**src/rtl/mux_16_1_input16bit_pkg.sv**
```systemverilog
// Shared defaults for the registered 16:1 mux and its 4:1 building block.
package mux_16_1_input16bit_pkg;
  localparam int unsigned DEF_WIDTH = 16;
  localparam int unsigned DEF_SEL_W = 4;
  localparam int unsigned N_INPUTS  = 16;
endpackage

```
**src/rtl/mux_16_1_input16bit_mux_4_1.sv**
```systemverilog
// Combinational WIDTH-bit 4:1 mux; fully decoded on a 2-bit select.
module mux_4_1
  import mux_16_1_input16bit_pkg::*;
#(
  parameter int unsigned WIDTH = DEF_WIDTH
) (
  input  logic [WIDTH-1:0] i_d0,
  input  logic [WIDTH-1:0] i_d1,
  input  logic [WIDTH-1:0] i_d2,
  input  logic [WIDTH-1:0] i_d3,
  input  logic [1:0]       i_sel,
  output logic [WIDTH-1:0] o_y
);

  always_comb begin
    o_y = '0;
    unique case (i_sel)
      2'd0: o_y = i_d0;
      2'd1: o_y = i_d1;
      2'd2: o_y = i_d2;
      2'd3: o_y = i_d3;
    endcase
  end

endmodule

```
**src/rtl/mux_16_1_input16bit.sv**
```systemverilog
// Registered 16:1 mux built as a two-level tree of 4:1 muxes, one-cycle latency.
module mux_16_1_input16bit
  import mux_16_1_input16bit_pkg::*;
#(
  parameter int unsigned WIDTH = DEF_WIDTH,
  parameter int unsigned SEL_W = DEF_SEL_W
) (
  input  logic             clk,
  input  logic             rst,
  input  logic [WIDTH-1:0] X0,
  input  logic [WIDTH-1:0] X1,
  input  logic [WIDTH-1:0] X2,
  input  logic [WIDTH-1:0] X3,
  input  logic [WIDTH-1:0] X4,
  input  logic [WIDTH-1:0] X5,
  input  logic [WIDTH-1:0] X6,
  input  logic [WIDTH-1:0] X7,
  input  logic [WIDTH-1:0] X8,
  input  logic [WIDTH-1:0] X9,
  input  logic [WIDTH-1:0] X10,
  input  logic [WIDTH-1:0] X11,
  input  logic [WIDTH-1:0] X12,
  input  logic [WIDTH-1:0] X13,
  input  logic [WIDTH-1:0] X14,
  input  logic [WIDTH-1:0] X15,
  input  logic [SEL_W-1:0] S,
  output logic [WIDTH-1:0] OUT
);

  logic [WIDTH-1:0] w_x [N_INPUTS];
  logic [WIDTH-1:0] w_lvl1 [4];
  logic [WIDTH-1:0] w_sel;
  logic [WIDTH-1:0] r_out;

  assign w_x[0]  = X0;
  assign w_x[1]  = X1;
  assign w_x[2]  = X2;
  assign w_x[3]  = X3;
  assign w_x[4]  = X4;
  assign w_x[5]  = X5;
  assign w_x[6]  = X6;
  assign w_x[7]  = X7;
  assign w_x[8]  = X8;
  assign w_x[9]  = X9;
  assign w_x[10] = X10;
  assign w_x[11] = X11;
  assign w_x[12] = X12;
  assign w_x[13] = X13;
  assign w_x[14] = X14;
  assign w_x[15] = X15;

  // First level: group g covers inputs 4g..4g+3, picked by S[1:0].
  for (genvar g = 0; g < 4; g++) begin : g_lvl1
    mux_4_1 #(.WIDTH(WIDTH)) u_mux (
      .i_d0  (w_x[4*g+0]),
      .i_d1  (w_x[4*g+1]),
      .i_d2  (w_x[4*g+2]),
      .i_d3  (w_x[4*g+3]),
      .i_sel (S[1:0]),
      .o_y   (w_lvl1[g])
    );
  end

  mux_4_1 #(.WIDTH(WIDTH)) u_lvl2 (
    .i_d0  (w_lvl1[0]),
    .i_d1  (w_lvl1[1]),
    .i_d2  (w_lvl1[2]),
    .i_d3  (w_lvl1[3]),
    .i_sel (S[3:2]),
    .o_y   (w_sel)
  );

  always_ff @(posedge clk) begin
    if (rst) r_out <= '0;
    else     r_out <= w_sel;
  end

  assign OUT = r_out;

endmodule

```
**config.mk**
```make
export PLATFORM = sky130hd
export DESIGN_NAME = mux_16_1_input16bit
export DESIGN_NICKNAME = d
export VERILOG_FILES = /design/src/rtl/mux_16_1_input16bit_pkg.sv /design/src/rtl/mux_16_1_input16bit_mux_4_1.sv /design/src/rtl/mux_16_1_input16bit.sv
export SDC_FILE = /design/constraint.sdc
export NUM_CORES = 1
export LEC_CHECK = 0
export ABC_CLOCK_PERIOD_IN_PS = 1750
export CORE_AREA = 2 2 107 109
export DETAILED_ROUTE_END_ITERATION = 7
export DIE_AREA = 0 0 109 111
export PLACE_DENSITY_LB_ADDON = 0.12
export SLEW_MARGIN = 30
export SYNTH_ARGS = -nofsm -noshare
export SYNTH_HDL_FRONTEND = slang
export SYNTH_SLANG_ARGS = --single-unit
```
**constraint.sdc**
```tcl
create_clock -name clk -period 1.75 [get_ports clk]
set_input_delay 0.525 -clock clk [delete_from_list [all_inputs] [get_ports clk]]
set_output_delay 0.525 -clock clk [all_outputs]
set_load 0.02 [all_outputs]
```
==> key figures, run 1 <==
Layout
  – Filler instances: 979
  – Flip-flop count of the largest register after layout: 16
  – Final #Nets: 701
  – Layout cell share with drive strength beyond 1: 20.1%
  – Leading cell types in the layout, fill and taps excluded: clkdlybuf4s50_1 (268), mux4_2 (53), a22oi_1 (27), dfxtp_1 (16)
  – Most common cell after layout, fill and taps aside: clkdlybuf4s50_1
  – Area Growth Syn to Fin: 131%

Floorplan
  – I/O pin cnt: 278
  – Core footprint: 11,100 sq um
  – Area of the die: 12,100 sq um
  – Height of the chip: 111 um
  – Std-Cell Rows: 39
  – Die width: 109 um
  – Effective utilization at floorplan: 21.5%

Route
  – Number of antenna-violating nets in the routed design: 0
  – Drt total wl: 12,300 um
  – Number of violations reported at the end of detailed-routing iteration 0: 66
  – Routed length per instance: 21.1 um
  – Top Layer Used: met5
  – Vias after detailed routing: 2,776
  – M1 wire length: 3860 um
  – Detailed route wirelength on metal3: 1670 um
  – Number of DRC violations after detailed routing: 0
  – Vias per inst: 4.77
  – DRT Pass-1 Iters: 4
  – Met2 routed WL: 6620 um

GRT
  – Via count of the first global-routing pass: 3,235
  – Global routing usage summed across all routing layers: 20.2%
  – Maximum number of pins on one net before global-route repair: 33
  – First-pass GRT wire length: 18,000 um
  – Grt total ovfl: 0
  – Antenna violations before repair: 2

Worst setup path
  – Crit end category: primary output
  – CP arrival: 1.19 ns
  – Sum of buffers and inverters on the critical path: 1
  – Critical Path Fanout Max: 1
  – Cell chain of the critical path: clkdlybuf4s50_1
  – Startpoint type of the worst setup path: register
  – Delay-heaviest family, CP: buffers and inverters
  – Standard cell with the maximum stage delay on the critical path: clkdlybuf4s50_1
  – Critical path data required time: 1.22 ns
  – Category of the most critical setup path: register to primary output
  – Crit path largest cell delay: 0.63 ns

Clock network
  – Clock tree from TritonCTS: yes
  – Clock transition at the registers of the reported paths: 0.05 ns
  – Clock buffer count from CTS: 3
  – Total of hold buffers inserted after clock tree synthesis: 0
  – Clk buf depth: 2
  – CTS HTree Levels: 1
  – Number of sinks driven by the clock tree: 16
  – Root buffer cell: clkbuf_16

Timing
  – F_max: 0.583 GHz
  – Slew of the pin with the lowest slew margin: 0.304 ns
  – Final setup violation count: 0
  – Final critical-path required period: 1.71 ns
  – Final Hold Violating Endpoints: 0
  – Max-slew headroom at the worst pin: 79.8%
  – Final number of max-transition violations: 0
  – Setup repair after global routing missed its margin: false
  – Worst Hold Slack: 0.836 ns
  – Final worst-path cycle share: 97.9%

Worst hold path
  – Worst hold path class: input pin to register

Logic synthesis
  – Number of flops mapped to enable cells by yosys: 0
  – Summed instance area of the synthesized netlist: 2380 sq um
  – Number of warnings printed during yosys synthesis: 0
  – Synthesized net count: 418
  – Seq cells post-synth: 16
  – Fraction of synthesis flops using an asynchronous set or reset pin: 0%
  – Dominant register cell in the synthesized netlist: dfxtp_1
  – Post-synthesis sequential area ratio: 13.4%
  – Number of standard cells after synthesis: 156
  – Cell variety after synth: 24
  – Avg Inst Size Synth: 15.3 sq um

Pwr
  – Max IR drop VDD: 0.000271 V
  – Total power density per cell area: 393 nW/um^2
  – Power, Total: 2160 uW
  – Static power due to leakage: 0.00207 uW

Place
  – Sum of net half-perimeters after detailed placement: 10,900 um
  – Final Wtd Congestion: 0.821
  – Port-buffer cells: 277

Job
  – Max Cap Violations: 0

Status
  – Run status: finished, final reports clean
per-layer routing:
layer	global-route usage [%]	up-vias
met2	39.2	163
li1	-	1286
met5	0	-
met3	8.70	8
met4	2.91	2
met1	19.7	1317
path summary, 6_finish.rpt:
| path | start | endpoint | cells past startpoint |
|---|---|---|---|
| worst max-delay path | OUT[14] | OUT[14] | 1 |
| worst min-delay path | S[0] | OUT[7] | 4 |
where the power goes:
part | switching (uW) | total (uW) | leakage, uW | internal [uW]
Combinational | 364 | 1240 | 0.00190 | 878
Sequential | 11.0 | 416 | 0.000133 | 405
Clock | 159 | 507 | 0.0000442 | 348
Total | 533 | 2160 | 0.00207 | 1630
area by class of cell:
class	instances	area [sq um]	share of cell area, %
Multi-Input combinational cell	119	1880	34.1
Antenna cell	1	2.50	0.0455
Tap cell	143	179	3.25
Clock buffer	4	88.8	1.61
Sequential cell	16	320	5.82
Timing Repair Buffer	299	3040	55.2
per-stage QoR:
| step | worst slack, ns | instances | area, sq um | setup TNS, ns | util [%] |
|---|---|---|---|---|---|
| final | 0.0360 | 582 | 5500 | 0 | 49.7 |
| after global routing | 0.00209 | 581 | 5500 | 0 | 49.7 |
| after CTS | 0.00704 | 580 | 5470 | 0 | 49.3 |
| after detailed placement | -0.564 | 575 | 5350 | -7.16 | 48.3 |
| after global placement | -0.385 | 575 | 5350 | -5.15 | 48.3 |
| after floorplan | 0.0904 | 156 | 2380 | 0 | - |
logic make-up after synthesis:
logic type / share of synthesized area (%)
DFF: 13.4
muxes: 62.6
and+or+nand+nor: 5.51
buffers and inverters: 8.55
AOI/OAI and AO/OA: 9.92
synth_stat cells, types with 2 or more instances:
cell | count | area (sq um)
mux4_1 | 11 | 289
mux4_2 | 53 | 1190
nand2_1 | 15 | 56.3
buf_4 | 3 | 22.5
a22oi_1 | 28 | 210
buf_12 | 2 | 40.0
buf_2 | 6 | 30.0
buf_6 | 7 | 78.8
dfxtp_1 | 16 | 320
repair_timing:
item                       CTS  global route
setup endpoints to repair   16            19
gates resized for setup      4             6
buffers inserted             1             1
pin swaps                    1             1
Power figures use the tool's default switching activity.
==> run 2: changes to the inputs <==
--- a/config.mk
+++ b/config.mk
@@ -7,6 +7,7 @@
 export LEC_CHECK = 0
 export ABC_CLOCK_PERIOD_IN_PS = 1750
 export CORE_AREA = 2 2 107 109
+export CTS_CLUSTER_SIZE = 10
 export DETAILED_ROUTE_END_ITERATION = 7
 export DIE_AREA = 0 0 109 111
 export PLACE_DENSITY_LB_ADDON = 0.12
@@ -14,3 +15,4 @@
 export SYNTH_ARGS = -nofsm -noshare
 export SYNTH_HDL_FRONTEND = slang
 export SYNTH_SLANG_ARGS = --single-unit
+export TNS_END_PERCENT = 100
==> results of run 2 <==
Final layout, timing and power as in run 1 (identical DEF).
==> run 3: changes to the inputs <==
--- a/config.mk
+++ b/config.mk
@@ -11,6 +11,7 @@
 export DETAILED_ROUTE_END_ITERATION = 7
 export DIE_AREA = 0 0 109 111
 export PLACE_DENSITY_LB_ADDON = 0.12
+export REMOVE_ABC_BUFFERS = 1
 export SLEW_MARGIN = 30
 export SYNTH_ARGS = -nofsm -noshare
 export SYNTH_HDL_FRONTEND = slang
==> key figures, run 3 (same netlist as run 1, synthesis figures left out) <==
Status
  – Run status: finished, final reports clean

Layout
  – Util after Layout: 50.5%
  – Leading cell types in the layout, fill and taps excluded: clkdlybuf4s50_1 (267), mux4_2 (53), buf_4 (32), a22oi_1 (28), dfxtp_1 (16)
  – Area Growth Syn to Fin: 135%
  – Antenna diode count: 0
  – Most common cell after layout, fill and taps aside: clkdlybuf4s50_1
  – Layout Cells excl Fill: 597
  – Final Cell Area: 5590 sq um
  – Filler instances: 984
  – Layout cell share with drive strength beyond 1: 22.5%
  – Final #Nets: 717
  – Flip-flop count of the largest register after layout: 16

Worst setup path
  – Startpoint type of the worst setup path: register
  – Sum of buffers and inverters on the critical path: 1
  – Start point of the critical path: OUT[13]
  – Delay-heaviest family, CP: buffers and inverters
  – Cell chain of the critical path: clkdlybuf4s50_1
  – Critical path data required time: 1.22 ns
  – Critical Path Fanout Max: 1
  – Crit path largest cell delay: 0.63 ns
  – CP arrival: 1.19 ns
  – Crit end category: primary output
  – Standard cell with the maximum stage delay on the critical path: clkdlybuf4s50_1
  – Category of the most critical setup path: register to primary output

Place
  – Instance count after placement with tap cells included: 593
  – Sum of net half-perimeters after detailed placement: 11,100 um
  – Final Wtd Congestion: 0.818
  – Cell area reported after detailed placement: 5490 sq um
  – Port-buffer cells: 277

Timing
  – Slew of the pin with the lowest slew margin: 0.496 ns
  – Final number of max-transition violations: 0
  – Final Hold Violating Endpoints: 0
  – F_max: 0.583 GHz
  – Final critical-path required period: 1.72 ns
  – Max-slew headroom at the worst pin: 66.8%
  – Setup repair after global routing missed its margin: false
  – Final setup violation count: 0
  – Worst Hold Slack: 0.709 ns
  – Post-route setup TNS: 0 ns
  – Final worst-path cycle share: 98.0%

Clock network
  – Number of sinks driven by the clock tree: 16
  – Total of hold buffers inserted after clock tree synthesis: 0
  – Root buffer cell: clkbuf_16
  – Clock transition at the registers of the reported paths: 0.05 ns
  – Post-CTS Setup Inserts: 0
  – Clk buf depth: 2
  – Clock tree from TritonCTS: yes
  – CTS HTree Levels: 1
  – Clock buffer count from CTS: 3

Route
  – DRT Pass-1 Iters: 4
  – Vias per inst: 4.80
  – Number of antenna-violating nets in the routed design: 0
  – Number of DRC violations after detailed routing: 0
  – Number of violations reported at the end of detailed-routing iteration 0: 79
  – Vias after detailed routing: 2,865
  – Routed length per instance: 20.6 um
  – Drt total wl: 12,300 um

GRT
  – Grt total ovfl: 0
  – First-pass GRT wire length: 18,000 um
  – Antenna violations before repair: 0
  – Maximum number of pins on one net before global-route repair: 25
  – Global routing usage summed across all routing layers: 20.2%
  – Via count of the first global-routing pass: 3,219

Floorplan
  – Std-Cell Rows: 39
  – Effective utilization at floorplan: 21.5%
  – Die width: 109 um
  – I/O pin cnt: 278
  – Core footprint: 11,100 sq um
  – Area of the die: 12,100 sq um
  – Height of the chip: 111 um

Worst hold path
  – Worst Hold Launch: rst
  – Worst hold path class: input pin to register

Pwr
  – Static power due to leakage: 0.00215 uW
  – Total power density per cell area: 389 nW/um^2
  – Max IR drop VDD: 0.000307 V

Job
  – Max Cap Violations: 0
[run 3: per-layer routing]
metal	vias to the layer above	part of all wire [%]	routed length, um	global-route usage [%]
li1	1321	-	-	-
met1	1420	35	4360	22.2
met2	122	57	7010	39.8
met3	2	7.3	901	4.00
met4	0	0.45	55	2.56
met5	-	0	0	0
[run 3: through the flow]
step	total power (uW)	setup WS (ns)
global route	2290	0.00478
detailed placement	1700	-0.238
global placement	1690	-0.211
floorplan	798	0.333
finish	2180	0.0347
CTS	2210	0.00134
[run 3: repair_timing]
action	CTS	global route
cloned	0	0
gates resized for setup	2	6
setup endpoints to repair	2	15
[run 3: cell type report]
| cell class | count | area (sq um) | area share (%) |
|---|---|---|---|
| sequential | 16 | 320 | 5.73 |
| multi-input combinational | 119 | 1860 | 33.3 |
| timing repair buffer | 315 | 3150 | 56.2 |
| clock buffer | 4 | 88.8 | 1.59 |
| tap | 143 | 179 | 3.20 |
[run 3: power breakdown]
| group | switching (uW) | leakage [uW] | internal (uW) | total (uW) |
|---|---|---|---|---|
| Combinational | 363 | 0.00197 | 890 | 1250 |
| Clock | 157 | 0.0000442 | 348 | 505 |
| Sequential | 12.3 | 0.000133 | 405 | 417 |
[run 3: final timing paths]
path,cells past startpoint,to
max,1,OUT[13]
min,3,OUT[1]
